$ cat src/rtl/grid_step_scheduler.sv
// rtl/grid_step_scheduler.sv - ping-pong bank, grid load and per-generation row scheduler
//
// Purpose:
//   Owns the bank-select and row counters for a Game-of-Life grid stored in two
//   line-wide BRAM banks. Loads the grid row by row from the register file into
//   the display bank, computes one generation per step request by issuing rows
//   to the next-state pipeline (reading disp_bank, writing work_bank), and swaps
//   banks on the next video start-of-frame so the display never tears.
//
// Optional feature macro: GRID_STEP_WATCHDOG_EN
//   Adds a per-row watchdog (ROW_TIMEOUT cycles) and the sticky step_err output.
//
// Ports:
//   out_stream_aclk  clock
//   periph_reset     synchronous active-high reset
//   load_req/load_valid/load_ready/load_wr_en/load_addr   row load handshake + BRAM write
//   step_req/pause                                        generation request / request gate
//   calc_start/calc_row/row_done                          per-row next-state handshake
//   frame_sof                                             video start-of-frame pulse
//   disp_bank/work_bank                                   display (read) / work (write) bank
//   grid_valid/busy/gen_count                             status
//   step_err                                              sticky watchdog error (macro only)
module grid_step_scheduler #(
  parameter int Y_SIZE      = 720,
  parameter int Y_WIDTH     = 10,
  parameter int GEN_WIDTH   = 16,
  parameter int ROW_TIMEOUT = 4096
) (
  input  logic                 out_stream_aclk,
  input  logic                 periph_reset,
  input  logic                 load_req,
  input  logic                 load_valid,
  output logic                 load_ready,
  output logic                 load_wr_en,
  output logic [Y_WIDTH-1:0]   load_addr,
  input  logic                 step_req,
  input  logic                 pause,
  output logic                 calc_start,
  output logic [Y_WIDTH-1:0]   calc_row,
  input  logic                 row_done,
  input  logic                 frame_sof,
  output logic                 disp_bank,
  output logic                 work_bank,
  output logic                 grid_valid,
  output logic                 busy,
  output logic [GEN_WIDTH-1:0] gen_count
`ifdef GRID_STEP_WATCHDOG_EN
  ,
  output logic                 step_err
`endif
);

  localparam logic [2:0] S_IDLE       = 3'd0;
  localparam logic [2:0] S_LOAD       = 3'd1;
  localparam logic [2:0] S_CALC_ISSUE = 3'd2;
  localparam logic [2:0] S_CALC_WAIT  = 3'd3;
  localparam logic [2:0] S_SWAP_WAIT  = 3'd4;

  localparam logic [Y_WIDTH-1:0] LAST_ROW = Y_WIDTH'(Y_SIZE - 1);

  if (((1 << Y_WIDTH) < Y_SIZE) || (ROW_TIMEOUT < 1)) begin : g_param_check
    $error("grid_step_scheduler: Y_WIDTH too small for Y_SIZE or ROW_TIMEOUT < 1");
  end

  logic [2:0]         state;
  logic [Y_WIDTH-1:0] load_row;
  logic               pending;

`ifdef GRID_STEP_WATCHDOG_EN
  // wd_cnt holds the number of cycles elapsed since the last calc_start.
  localparam int               WD_W     = $clog2(ROW_TIMEOUT + 1);
  localparam logic [WD_W-1:0]  WD_LIMIT = WD_W'(ROW_TIMEOUT - 1);
  logic [WD_W-1:0] wd_cnt;
`endif

  assign load_ready = (state == S_LOAD);
  assign load_wr_en = load_ready && load_valid;
  assign load_addr  = load_row;
  assign calc_start = (state == S_CALC_ISSUE);
  assign busy       = (state != S_IDLE);
  assign work_bank  = ~disp_bank;

  always_ff @(posedge out_stream_aclk) begin
    if (periph_reset) begin
      state      <= S_IDLE;
      load_row   <= '0;
      calc_row   <= '0;
      pending    <= 1'b0;
      disp_bank  <= 1'b0;
      grid_valid <= 1'b0;
      gen_count  <= '0;
`ifdef GRID_STEP_WATCHDOG_EN
      wd_cnt     <= '0;
      step_err   <= 1'b0;
`endif
    end else begin
      // Single-deep request latch; only requests arriving while busy are held.
      if (pause) begin
        pending <= 1'b0;
      end else if (busy && step_req) begin
        pending <= 1'b1;
      end

      case (state)
        S_IDLE: begin
          if (load_req) begin
            // The display bank is about to be overwritten, so the old grid is gone.
            state      <= S_LOAD;
            load_row   <= '0;
            grid_valid <= 1'b0;
          end else if ((pending || step_req) && grid_valid && !pause) begin
            state    <= S_CALC_ISSUE;
            calc_row <= '0;
            pending  <= 1'b0;
          end
        end
        S_LOAD: begin
          if (load_valid) begin
            load_row <= load_row + 1'b1;
          end
          if (load_valid && (load_row == LAST_ROW)) begin
            grid_valid <= 1'b1;
            state      <= S_IDLE;
          end else if (!load_req) begin
            state <= S_IDLE;
          end
        end
        S_CALC_ISSUE: begin
          state <= S_CALC_WAIT;
`ifdef GRID_STEP_WATCHDOG_EN
          wd_cnt <= WD_W'(1);
`endif
        end
        S_CALC_WAIT: begin
          if (row_done) begin
            if (calc_row == LAST_ROW) begin
              state <= S_SWAP_WAIT;
            end else begin
              calc_row <= calc_row + 1'b1;
              state    <= S_CALC_ISSUE;
            end
`ifdef GRID_STEP_WATCHDOG_EN
          end else if (wd_cnt >= WD_LIMIT) begin
            // Abandon the generation: banks and generation count stay as they were.
            step_err <= 1'b1;
            state    <= S_IDLE;
          end else begin
            wd_cnt <= wd_cnt + 1'b1;
`endif
          end
        end
        S_SWAP_WAIT: begin
          // Bank toggle and generation count move together on the frame boundary.
          if (frame_sof) begin
            disp_bank <= ~disp_bank;
            gen_count <= gen_count + 1'b1;
            state     <= S_IDLE;
          end
        end
        default: state <= S_IDLE;
      endcase
    end
  end

endmodule

$ cat config.mk
export PLATFORM = sky130hd
export DESIGN_NAME = grid_step_scheduler
export DESIGN_NICKNAME = d
export VERILOG_FILES = /design/src/rtl/grid_step_scheduler.sv
export SDC_FILE = /design/constraint.sdc
export NUM_CORES = 1
export LEC_CHECK = 0
export CORE_UTILIZATION = 50
export DETAILED_ROUTE_END_ITERATION = 6
export PLACE_DENSITY_LB_ADDON = 0.3
export SYNTH_ARGS = -nofsm -noshare
export SYNTH_HDL_FRONTEND = slang
export SYNTH_SLANG_ARGS = --single-unit
export TNS_END_PERCENT = 20
$ cat constraint.sdc
create_clock -name out_stream_aclk -period 1.9 [get_ports out_stream_aclk]
set_input_delay 0.285 -clock out_stream_aclk [delete_from_list [all_inputs] [get_ports out_stream_aclk]]
set_output_delay 0.285 -clock out_stream_aclk [all_outputs]
set_load 0.05 [all_outputs]
==> flow_metrics.py <==
metrics = {
    "synthesis": {
        "yosysTopAreaCell": "dfxtp_1",
        "synth_enable_flop_cells": 0,
        "seq_area_frac_synth": 0.3864,
        "syn-mean-instance-area_um2": 8.669,
        "synthArstFlopShare": 0,
        "syn_area_um2": 2176,
        "synthFlopType": "dfxtp_1",
        "yosysTopAreaCellShare": 0.3864,
        "synth-seq-cells": 42,
        "yosysUniqueCellTypes": 52,
        "syn_inst": 251,
        "yosys_warnings": 0,
        "synth.area.top_cells": "dfxtp_1 39%, a21oi_1 4.8%, nor2_1 3.8%",
        "synth_nets": 262,
    },
    "critical_path": {
        "max_stage_delay_ns": 0.84,
        "endpoint_kind": "output port",
        "worst-path-buf-inv": 1,
        "worstPathRequired_ns": 1.62,
        "arrival_ns": 1.57,
        "crit_chain": "clkdlybuf4s50_1",
        "cp_top_family": "buffers and inverters",
        "cp_slowest_cell": "clkdlybuf4s50_1",
        "start_kind": "flip-flop",
        "critical_path_class": "flip-flop to output port",
        "crit_fanout": 7,
    },
    "placed_design": {
        "dpl.hpwl_um": 3904,
        "io_buffers": 50,
        "finalWeightedCongestion": 0.8426,
        "pre_cts_slack_ns": -0.09339,
    },
    "route": {
        "wirelength_um": 5435,
        "vias": 2187,
        "drt_pre_antenna_iters": 4,
        "first_iter_violations": 146,
        "wl_per_cell_um": 14.45,
        "viasPerCell": 5.816,
        "drc": 0,
        "drtAntennaViolNets": 0,
    },
    "die": {
        "initial_core_util": 0.5325,
        "die_y_um": 67.97,
        "die_x_um": 67.97,
        "io-pin-count": 51,
        "row_count": 23,
        "coreArea_um2": 4086,
        "die_area_um2": 4619,
    },
    "sta": {
        "finalCritPeriodShare": 0.9771,
        "rsz0062_at_grt": "yes",
        "drv_slew": 0,
        "final_hold_viol_count": 0,
        "min_period_ns": 1.856,
        "finalSetupViolCount": 0,
        "slew_headroom": 0.6395,
        "whs_ns": 0.5008,
        "clock_skew_ns": 0.005879,
        "clock.fmax_mhz": 538.6,
        "tightestPinTransition_ns": 0.5399,
        "timing.final.ws_setup_ns": 0.04350,
    },
    "clocking": {
        "clk_latency_ns": 0.30,
        "h-tree-depth": 2,
        "root_buffer": "clkbuf_8",
        "cts_hold_buf": 0,
        "cts_made_buffers": 5,
        "cts_buffer_depth": 2,
        "cts_tree": "built",
        "clkSinkCount": 42,
        "clk_pin_slew_worst_paths_ns": 0.08,
    },
    "worst_hold_path": {
        "worstHoldPathType": "flip-flop to flip-flop",
    },
    "layout": {
        "antenna_cells": 0,
        "areaGrowthSynthToFinish_pct": 41.81,
        "layout-drive-gt1-share": 0.1840,
        "layout.nets": 337,
    },
    "power": {
        "ir_worst_vdd_v": 0.0003729,
        "power_density_nw_per_um2": 581.7,
        "p_leak_nw": 1.221,
    },
    "outcome": {
        "outcome": "completed",
    },
    "global_routing": {
        "grt_max_degree": 19,
        "first_global_vias": 1870,
        "grt_overflow": 0,
        "grt_pass1_wl_um": 8431,
        "grtUsageTotal": 0.2445,
        "antenna_found_initial": 0,
    },
    "flow_run": {
        "drv_cap": 0,
    },
}
[layer usage]
layer  global-route usage  up-vias  wire length [µm]
met2               0.4203       45              2724
li1                     -     1090                 -
met5                    0        -                 0
met1               0.2991     1045              2445
met4              0.07292        0                61
met3              0.05833        7               203
[registers in the layout, indices dropped and copies added, names as in the netlist]
signal,count
gen_count,16
calc_row,10
load_addr,10
state,3
disp_bank,1
grid_valid,1
pending,1
[worst min-delay path, cell delays in order (launching register included)]
cell	delay, ns
dfxtp_1	0.34
nand2_1	0.07
a21oi_1	0.05
[metrics by stage]
stage / util / area (µm²) / total power, W / std cells / setup TNS (ns)
6_report: 0.7551 / 3085 / 0.001795 / 376 / 0
3_5_place_dp: 0.7226 / 2953 / 0.001087 / 369 / -0.4180
4_1_cts: 0.7502 / 3065 / 0.001802 / 376 / 0
2_1_floorplan: - / 2193 / 0.001003 / 251 / -0.4887
3_3_place_gp: 0.7226 / 2953 / 0.001084 / 369 / -0.008679
5_1_grt: 0.7551 / 3085 / 0.001856 / 376 / -0.01171
[final cells by class]
type                            instances  area [µm²]
Clock inverter                          1       30.03
Timing Repair Buffer                   77       748.2
Fill cell                             315        1001
Clock buffer                            6       82.58
Tap cell                               50       62.56
Inverter                                7       26.28
Sequential cell                        42       842.1
Multi-Input combinational cell        193        1294
[power breakdown]
part / leakage, nW / total, W / switching (W) / internal [W]
Clock: 0.0573 / 0.000724 / 0.000304 / 0.000420
Sequential: 0.339 / 0.000896 / 0.0000116 / 0.000885
Combinational: 0.825 / 0.000174 / 0.0000919 / 0.0000820
Total: 1.22 / 0.00179 / 0.000407 / 0.00139
[layout by cell type (no fill, tap or decap), types with 3 or more instances in the layout]
cell              n
a211oi_1          3
a21oi_1          21
a31oi_1           3
and2_1            6
and3_1            6
and4_1            4
and4b_1           3
buf_12            5
buf_4            33
clkbuf_8          6
clkdlybuf4s50_1  35
dfxtp_1          41
dlymetal6s2s_1    4
ha_1              3
inv_1             7
nand2_1          12
nand3_1           8
nand4_1          13
nand4b_1          4
nor2_1           22
nor3_1            5
o21ai_0          14
o31ai_1           5
or3_1            11
or4_1             4
xnor2_1           3
xor2_1            9
[Yosys cell counts (2+ instances only)]
library cell   n
dfxtp_1       42
nor2_1        22
a21oi_1       21
o21ai_0       14
nand4_1       13
nand2_1       12
or3_1         11
xor2_1         9
nand3_1        8
and2_1         7
inv_1          7
and3_1         6
clkbuf_1       5
nor3_1         5
o31ai_1        5
and4_1         4
nand4b_1       4
or4_1          4
a211oi_1       3
a31oi_1        3
and4b_1        3
buf_2          3
ha_1           3
nor3b_1        3
xnor2_1        3
a21o_1         2
a31oi_2        2
mux2_2         2
or2_2          2
[path summary, 6_finish.rpt]
kind,cells past startpoint,slack (ns),startpoint,endpoint
min,2,0.50,load_addr[1],load_addr[1]
max reg2reg,6,0.15,calc_row[1],calc_row[6]
min reg2reg,2,0.50,load_addr[1],load_addr[1]
max,1,0.04,calc_row[3],calc_row[3]
[cell families (layout without fill, tap and decap cells)]
kind of cell    after synthesis  count (layout)  synth area share
xor+xnor                     12              12           0.04831
mux                           3               3           0.01495
compound gates               60              60            0.1742
fa+ha+maj                     3               3           0.01725
flops                        42              42            0.3864
simple gates                115             115            0.3278
buf+inv                      16              91           0.03105
[repair_timing]
| action | CTS | global route |
|---|---|---|
| hold endpoints to repair | 0 | 0 |
| gates resized for setup | 0 | 6 |
| setup endpoints to repair | 0 | 7 |
| buffers inserted | 0 | 0 |
(Power assumes the default switching activity.)
